## config.mk

```make
export PLATFORM = sky130hd
export DESIGN_NAME = cache_repl_policy
export DESIGN_NICKNAME = d
export VERILOG_FILES = /design/src/rtl/cache_repl_pkg.sv /design/src/rtl/repl_lfsr16.sv /design/src/rtl/cache_repl_policy.sv
export SDC_FILE = /design/constraint.sdc
export NUM_CORES = 1
export LEC_CHECK = 0
export CAP_MARGIN = 20
export CORE_MARGIN = 1.5
export CORE_UTILIZATION = 35
export CTS_CLUSTER_SIZE = 40
export DETAILED_ROUTE_END_ITERATION = 7
export DONT_BUFFER_PORTS = 1
export GPL_TIMING_DRIVEN = 0
export SLEW_MARGIN = 0
export SYNTH_ARGS = -nofsm -noshare
export SYNTH_HDL_FRONTEND = slang
export SYNTH_SLANG_ARGS = --single-unit
```

## constraint.sdc

```tcl
create_clock -name clk -period 3.5 [get_ports clk]
set_input_delay 0.7 -clock clk [delete_from_list [all_inputs] [get_ports clk]]
set_output_delay 0.7 -clock clk [all_outputs]
set_load 0.01 [all_outputs]
```

## src/rtl/cache_repl_pkg.sv

```systemverilog
// Shared types and constants for the multi-policy cache victim selector.
// The LFSR seed and taps are also used by the L2 replacer.
package cache_repl_pkg;

  typedef enum logic [1:0] {
    REPL_PLRU   = 2'b00,
    REPL_RANDOM = 2'b01,
    REPL_FIFO   = 2'b10
  } repl_policy_e;

  localparam logic [15:0] LFSR_SEED = 16'h0001;
  // Feedback taps are bits 0, 2, 3 and 5.
  localparam logic [15:0] LFSR_TAPS = 16'h002D;

  function automatic int log_num_ways(input int num_ways);
    return (num_ways > 1) ? $clog2(num_ways) : 1;
  endfunction

endpackage

```

## src/rtl/repl_lfsr16.sv

```systemverilog
// 16-bit Fibonacci LFSR for random victim selection.
// It shifts right and feeds the tap parity into bit 15.
module repl_lfsr16
  import cache_repl_pkg::*;
(
  input  logic        clk,
  input  logic        reset,
  input  logic        en,
  output logic [15:0] value
);

  // The LFSR steps only when enabled. A seed other than zero keeps it out of the all-zero lock-up state.
  always_ff @(posedge clk) begin
    if (reset) begin
      value <= LFSR_SEED;
    end else if (en) begin
      value <= {^(value & LFSR_TAPS), value[15:1]};
    end else begin
      value <= value;
    end
  end

endmodule

```

## src/rtl/cache_repl_policy.sv

```systemverilog
// Victim-way selector with tree-PLRU, FIFO and LFSR-random policies.
// Invalid ways are filled first. Per-set state is held with a write-to-read bypass.
module cache_repl_policy
  import cache_repl_pkg::*;
#(
  parameter int NUMWAYS  = 4,
  parameter int SETLEN   = 9,
  parameter int NUMLINES = 128
) (
  input  logic                                clk,
  input  logic                                reset,
  input  logic [1:0]                          Policy,
  input  logic                                FlushStage,
  input  logic                                CacheEn,
  input  logic [NUMWAYS-1:0]                  HitWay,
  input  logic [NUMWAYS-1:0]                  ValidWay,
  input  logic [SETLEN-1:0]                   CacheSetData,
  input  logic [SETLEN-1:0]                   PAdr,
  input  logic                                LRUWriteEn,
  input  logic                                SetValid,
  input  logic                                InvalidateCache,
  output logic [NUMWAYS-1:0]                  VictimWay,
  output logic [log_num_ways(NUMWAYS)-1:0]    VictimWayEnc
);

  localparam int LOGW = log_num_ways(NUMWAYS);
  localparam int SW   = NUMWAYS - 1;
  localparam int IDXW = (NUMLINES > 1) ? $clog2(NUMLINES) : 1;
  localparam logic [SETLEN:0] LINES = (SETLEN+1)'(NUMLINES);

  logic [SW-1:0]   mem [NUMLINES];
  logic [SW-1:0]   curr_state;
  logic [SW-1:0]   next_state;
  logic [SW-1:0]   plru_next;
  logic [SW-1:0]   rd_data;
  logic [15:0]     lfsr;
  logic [LOGW-1:0] hit_enc;
  logic [LOGW-1:0] upd_way;
  logic [LOGW-1:0] plru_victim;
  logic [LOGW-1:0] fifo_ptr;
  logic [LOGW-1:0] policy_victim;
  logic [LOGW-1:0] first_invalid;
  logic            any_invalid;
  logic            upd;
  logic            wr_en;
  logic            rd_in_range;
  logic            wr_in_range;
  logic            bypass;
  logic            unused_lfsr;

  assign upd         = LRUWriteEn & ~FlushStage;
  assign wr_en       = upd & (Policy != REPL_RANDOM);
  assign rd_in_range = ({1'b0, CacheSetData} < LINES);
  assign wr_in_range = ({1'b0, PAdr} < LINES);
  assign bypass      = wr_en & wr_in_range & (PAdr == CacheSetData);
  assign rd_data     = rd_in_range ? mem[CacheSetData[IDXW-1:0]] : '0;
  assign fifo_ptr    = curr_state[LOGW-1:0];
  assign upd_way     = SetValid ? VictimWayEnc : hit_enc;
  assign unused_lfsr = ^lfsr[15:LOGW];

  repl_lfsr16 u_lfsr (
    .clk   (clk),
    .reset (reset),
    .en    (upd & SetValid & ~InvalidateCache),
    .value (lfsr)
  );

  // Convert the one-hot hit vector to the index of the hit way.
  always_comb begin
    hit_enc = '0;
    for (int i = 0; i < NUMWAYS; i++) begin
      if (HitWay[i]) hit_enc = hit_enc | LOGW'(i);
      else           hit_enc = hit_enc;
    end
  end

  // Find the lowest-index invalid way.
  always_comb begin
    any_invalid   = ~&ValidWay;
    first_invalid = '0;
    for (int i = NUMWAYS - 1; i >= 0; i--) begin
      if (!ValidWay[i]) first_invalid = LOGW'(i);
      else              first_invalid = first_invalid;
    end
  end

  // Walk the PLRU tree from the root. Each node bit selects which child to follow.
  always_comb begin
    int node;
    node = 0;
    for (int l = 0; l < LOGW; l++) begin
      node = 2 * node + 1 + int'(curr_state[SW-1-node]);
    end
    plru_victim = LOGW'(node - SW);
  end

  // Tree update: each node on the updated way's path is set to point away from that way.
  for (genvar l = 0; l < LOGW; l++) begin : g_lvl
    for (genvar p = 0; p < (1 << l); p++) begin : g_node
      localparam int N = (1 << l) - 1 + p;
      assign plru_next[SW-1-N] = (int'(upd_way >> (LOGW - l)) == p) ?
                                 ~upd_way[LOGW-1-l] : curr_state[SW-1-N];
    end
  end

  // Compute the next state and the victim for the selected policy. The reserved encoding acts as PLRU.
  always_comb begin
    next_state    = curr_state;
    policy_victim = plru_victim;
    case (Policy)
      REPL_FIFO: begin
        policy_victim = fifo_ptr;
        if (SetValid) next_state[LOGW-1:0] = fifo_ptr + LOGW'(1);
        else          next_state = curr_state;
      end
      REPL_RANDOM: begin
        policy_victim = lfsr[LOGW-1:0];
        next_state    = curr_state;
      end
      default: begin
        policy_victim = plru_victim;
        next_state    = plru_next;
      end
    endcase
  end

  // Drive the victim outputs. An invalid way overrides the policy choice.
  always_comb begin
    VictimWayEnc = any_invalid ? first_invalid : policy_victim;
    VictimWay    = '0;
    VictimWay[VictimWayEnc] = 1'b1;
  end

  // State array and read register. Reset and invalidate both clear them.
  always_ff @(posedge clk) begin
    if (reset || InvalidateCache) begin
      for (int i = 0; i < NUMLINES; i++) mem[i] <= '0;
      curr_state <= '0;
    end else begin
      if (wr_en && wr_in_range) mem[PAdr[IDXW-1:0]] <= next_state;
      if (CacheEn) curr_state <= bypass ? next_state : rd_data;
      else         curr_state <= curr_state;
    end
  end

endmodule

```

==> results_dict.tcl <==
set metrics [dict create \
    status "finished with violations" \
    violations "setup timing" \
    synth_top_cells_by_area "edfxtp_1 60%, mux4_2 12%, nor3_1 9.0%" \
    dp_cells 2186 \
    ys_async_sr_fraction 0 \
    fin_area_um2 21400 \
    wl_met1_um 25300 \
    route.antenna.remaining_nets 0 \
    drt_pre_antenna_iters 6 \
    yosys.cell_types.count 56 \
    synth_largest_area_cell "edfxtp_1" \
    synthTopCellsByCount "384 x edfxtp_1, 347 x nor3_1, 138 x clkbuf_1, 123 x o21ai_0, 103 x mux4_2" \
    synth-edff-count 384 \
    skew_ns 0.0346 \
    dr.max_layer_used "met5" \
    cts_hold_buf 0 \
    fin_crit_sh 1.02 \
    finalCriticalPeriod_ns 3.56 \
    syn_area_per_cell_um2 12.9 \
    grt_pass1_wl_um 97000 \
    drv_cap 0 \
    root_buffer "clkbuf_16" \
    coreArea_um2 54000 \
    crit_family "simple AND/OR/NAND/NOR gates" \
    viasPerCell 6.31 \
    dpl.hpwl_um 48400 \
    final-hold-violation-count 0 \
    drv_slew 0 \
    worstSetupPathType "primary input to flop" \
    yosysMostFrequentCell "edfxtp_1" \
    worstPathMaxFanout 10 \
    startpoint_type "primary input" \
    wl_um 68300 \
    hp-class "primary input to flop" \
    yosysWarningCount 0 \
    synthSimpleGateAreaFrac 0.140 \
    wl_met2_um 30200 \
    initial_utilization 0.355 \
    end_kind "flop" \
    critPathArrivalTime_ns 3.78 \
    power_density_nw_per_um2 510 \
    ys.flop_type "edfxtp_1" \
    rsz0062_at_grt "true" \
    synth_area_um2 19200 \
    vias 14300 \
    die_h_um 237 \
    wire_per_inst_um 30.2 \
    rows 85 \
    slowest_stage "nand2_1" \
    clk_pin_slew_worst_paths_ns 0.06 \
    insertion_delay_ns 0.60 \
    initialDrtViolationCount 2349 \
    portBuffers 0 \
    synth_top_family_by_area "simple AND/OR/NAND/NOR gates" \
    final_util 0.396 \
    seq_area_frac_synth 0.620 \
    cts_buffers 42 \
    required_ns 3.72 \
    grt_pass1_vias 13700 \
    dieArea_um2 56300 \
    ios 41 \
    finalSetupViolCount 15 \
    p_leak_nw 6.83 \
    drc 0 \
    routabilityCongestion 1.00 \
    power_mw 10.9 \
    area_growth_pct 11.5 \
    cts_max_level 2 \
    dr_wl_met3_um 9510 \
    ir_drop_uv 312 \
    grt_start_max_net_pins 15 \
    clkSinkCount 403 \
    critPathMaxStageDelay_ns 0.57 \
    synth_compound_area_frac 0.0545 \
    finalNetCount 1572 \
    synth_xor_area_frac 0.00456 \
    path_buf_inv 3 \
    syn-num-nets 1528 \
    layoutNonFillerInstCount 2264 \
    fin_tns_setup_ns -0.548 \
    rrSetupSlack_ns 0.31 \
    synth_fa_ha_area_frac 0.00195 \
    cts_tree "yes" \
    yosysTopAreaCellShare 0.601 \
    gr-total-overflow 0 \
    antennaDiodeCount 0 \
    relSlewSlack 0.235 \
    setup_slack_ns -0.0571 \
    die_w_um 237 \
    synth.mux.area_fraction 0.133 \
    n_fill_cell 5031 \
    track_usage 0.242 \
    clock_path_buffers 3 \
    placedInstanceArea_um2 20100 \
    drive_above_1_share 0.146 \
    cp_cell_sequence "inv_1 > ha_1 > nor4_4 > and3_1 > clkbuf_1 > nand2_1 > clkbuf_2 > o21ai_0" \
    antenna_found_initial 1 \
    tightestPinTransition_ns 1.15 \
    synthCells 1490 \
    synth-seq-cells 403 \
    fmax_mhz 281 \
]
==> sequential cells by signal, indices dropped and copies added (netlist names) <==
| signal | count |
|---|---|
| mem | 384 |
| u_lfsr.value | 16 |
| curr_state | 3 |
==> worst paths after layout <==
| kind | startpoint | depth (start not counted) | end |
|---|---|---|---|
| min | InvalidateCache | 1 | curr_state[1] |
| min reg2reg | u_lfsr.value[4] | 2 | u_lfsr.value[3] |
| max | Policy[1] | 8 | mem[69][0] |
| max reg2reg | curr_state[1] | 8 | mem[21][1] |
==> cell type report <==
class,instances,area [um^2],area share
Multi-Input combinational cell,883,6440,0.301
Buffer,194,842,0.0393
Clock inverter,28,200,0.00935
Sequential cell,403,11900,0.557
Clock buffer,50,1100,0.0515
Inverter,10,37.5,0.00175
Tap cell,696,871,0.0407
==> placed cells by master (no fill, tap or decap), types with 5 or more instances in the layout <==
master	n
o21ai_0	89
clkbuf_1	141
nand3_1	15
xnor2_1	6
mux4_2	103
clkbuf_16	43
buf_1	5
nor3_1	347
nand2_1	85
nand4_1	16
dfxtp_1	19
nor2b_1	9
clkinv_1	12
a21oi_1	23
nor2_1	61
edfxtp_1	384
buf_4	8
mux2i_1	18
buf_2	39
o21ai_1	34
inv_1	9
clkinv_2	10
==> report_power, final <==
part | total [mW] | switching, mW | internal [mW] | leakage [nW]
Combinational | 1.06 | 0.774 | 0.291 | 1.73
Sequential | 5.49 | 0.0553 | 5.43 | 4.46
Clock | 4.37 | 1.96 | 2.41 | 0.643
Total | 10.9 | 2.79 | 8.13 | 6.83
==> per-stage QoR <==
| stage | setup WS (ns) | hold slack [ns] |
|---|---|---|
| after global routing | -0.0761 | 0.263 |
| final | -0.0571 | 0.243 |
| after floorplan | 0.637 | 0.432 |
| after global placement | -1.17 | 0.443 |
| after detailed placement | -1.13 | 0.450 |
| after CTS | -0.125 | 0.229 |
==> logic make-up after synthesis <==
| kind of cell | Yosys count |
|---|---|
| buffers and inverters | 204 |
| xor gates and xnor gates | 10 |
| AOI/OAI and AO/OA | 185 |
| adders and majority gates | 3 |
| and+or+nand+nor | 560 |
| muxes | 125 |
| DFF | 403 |
==> routing by layer <==
layer / GRT usage / vias up
met5: 0.0113 / -
met4: 0.109 / 4
met3: 0.0701 / 218
met2: 0.368 / 1115
met1: 0.320 / 7096
li1: - / 5844
==> repair_timing <==
item | CTS | global route
endpoints found under the setup margin | 197 | 193
setup buffers | 0 | 0
resized for setup | 25 | 21
pin swaps | 0 | 0
(Power assumes the default switching activity.)
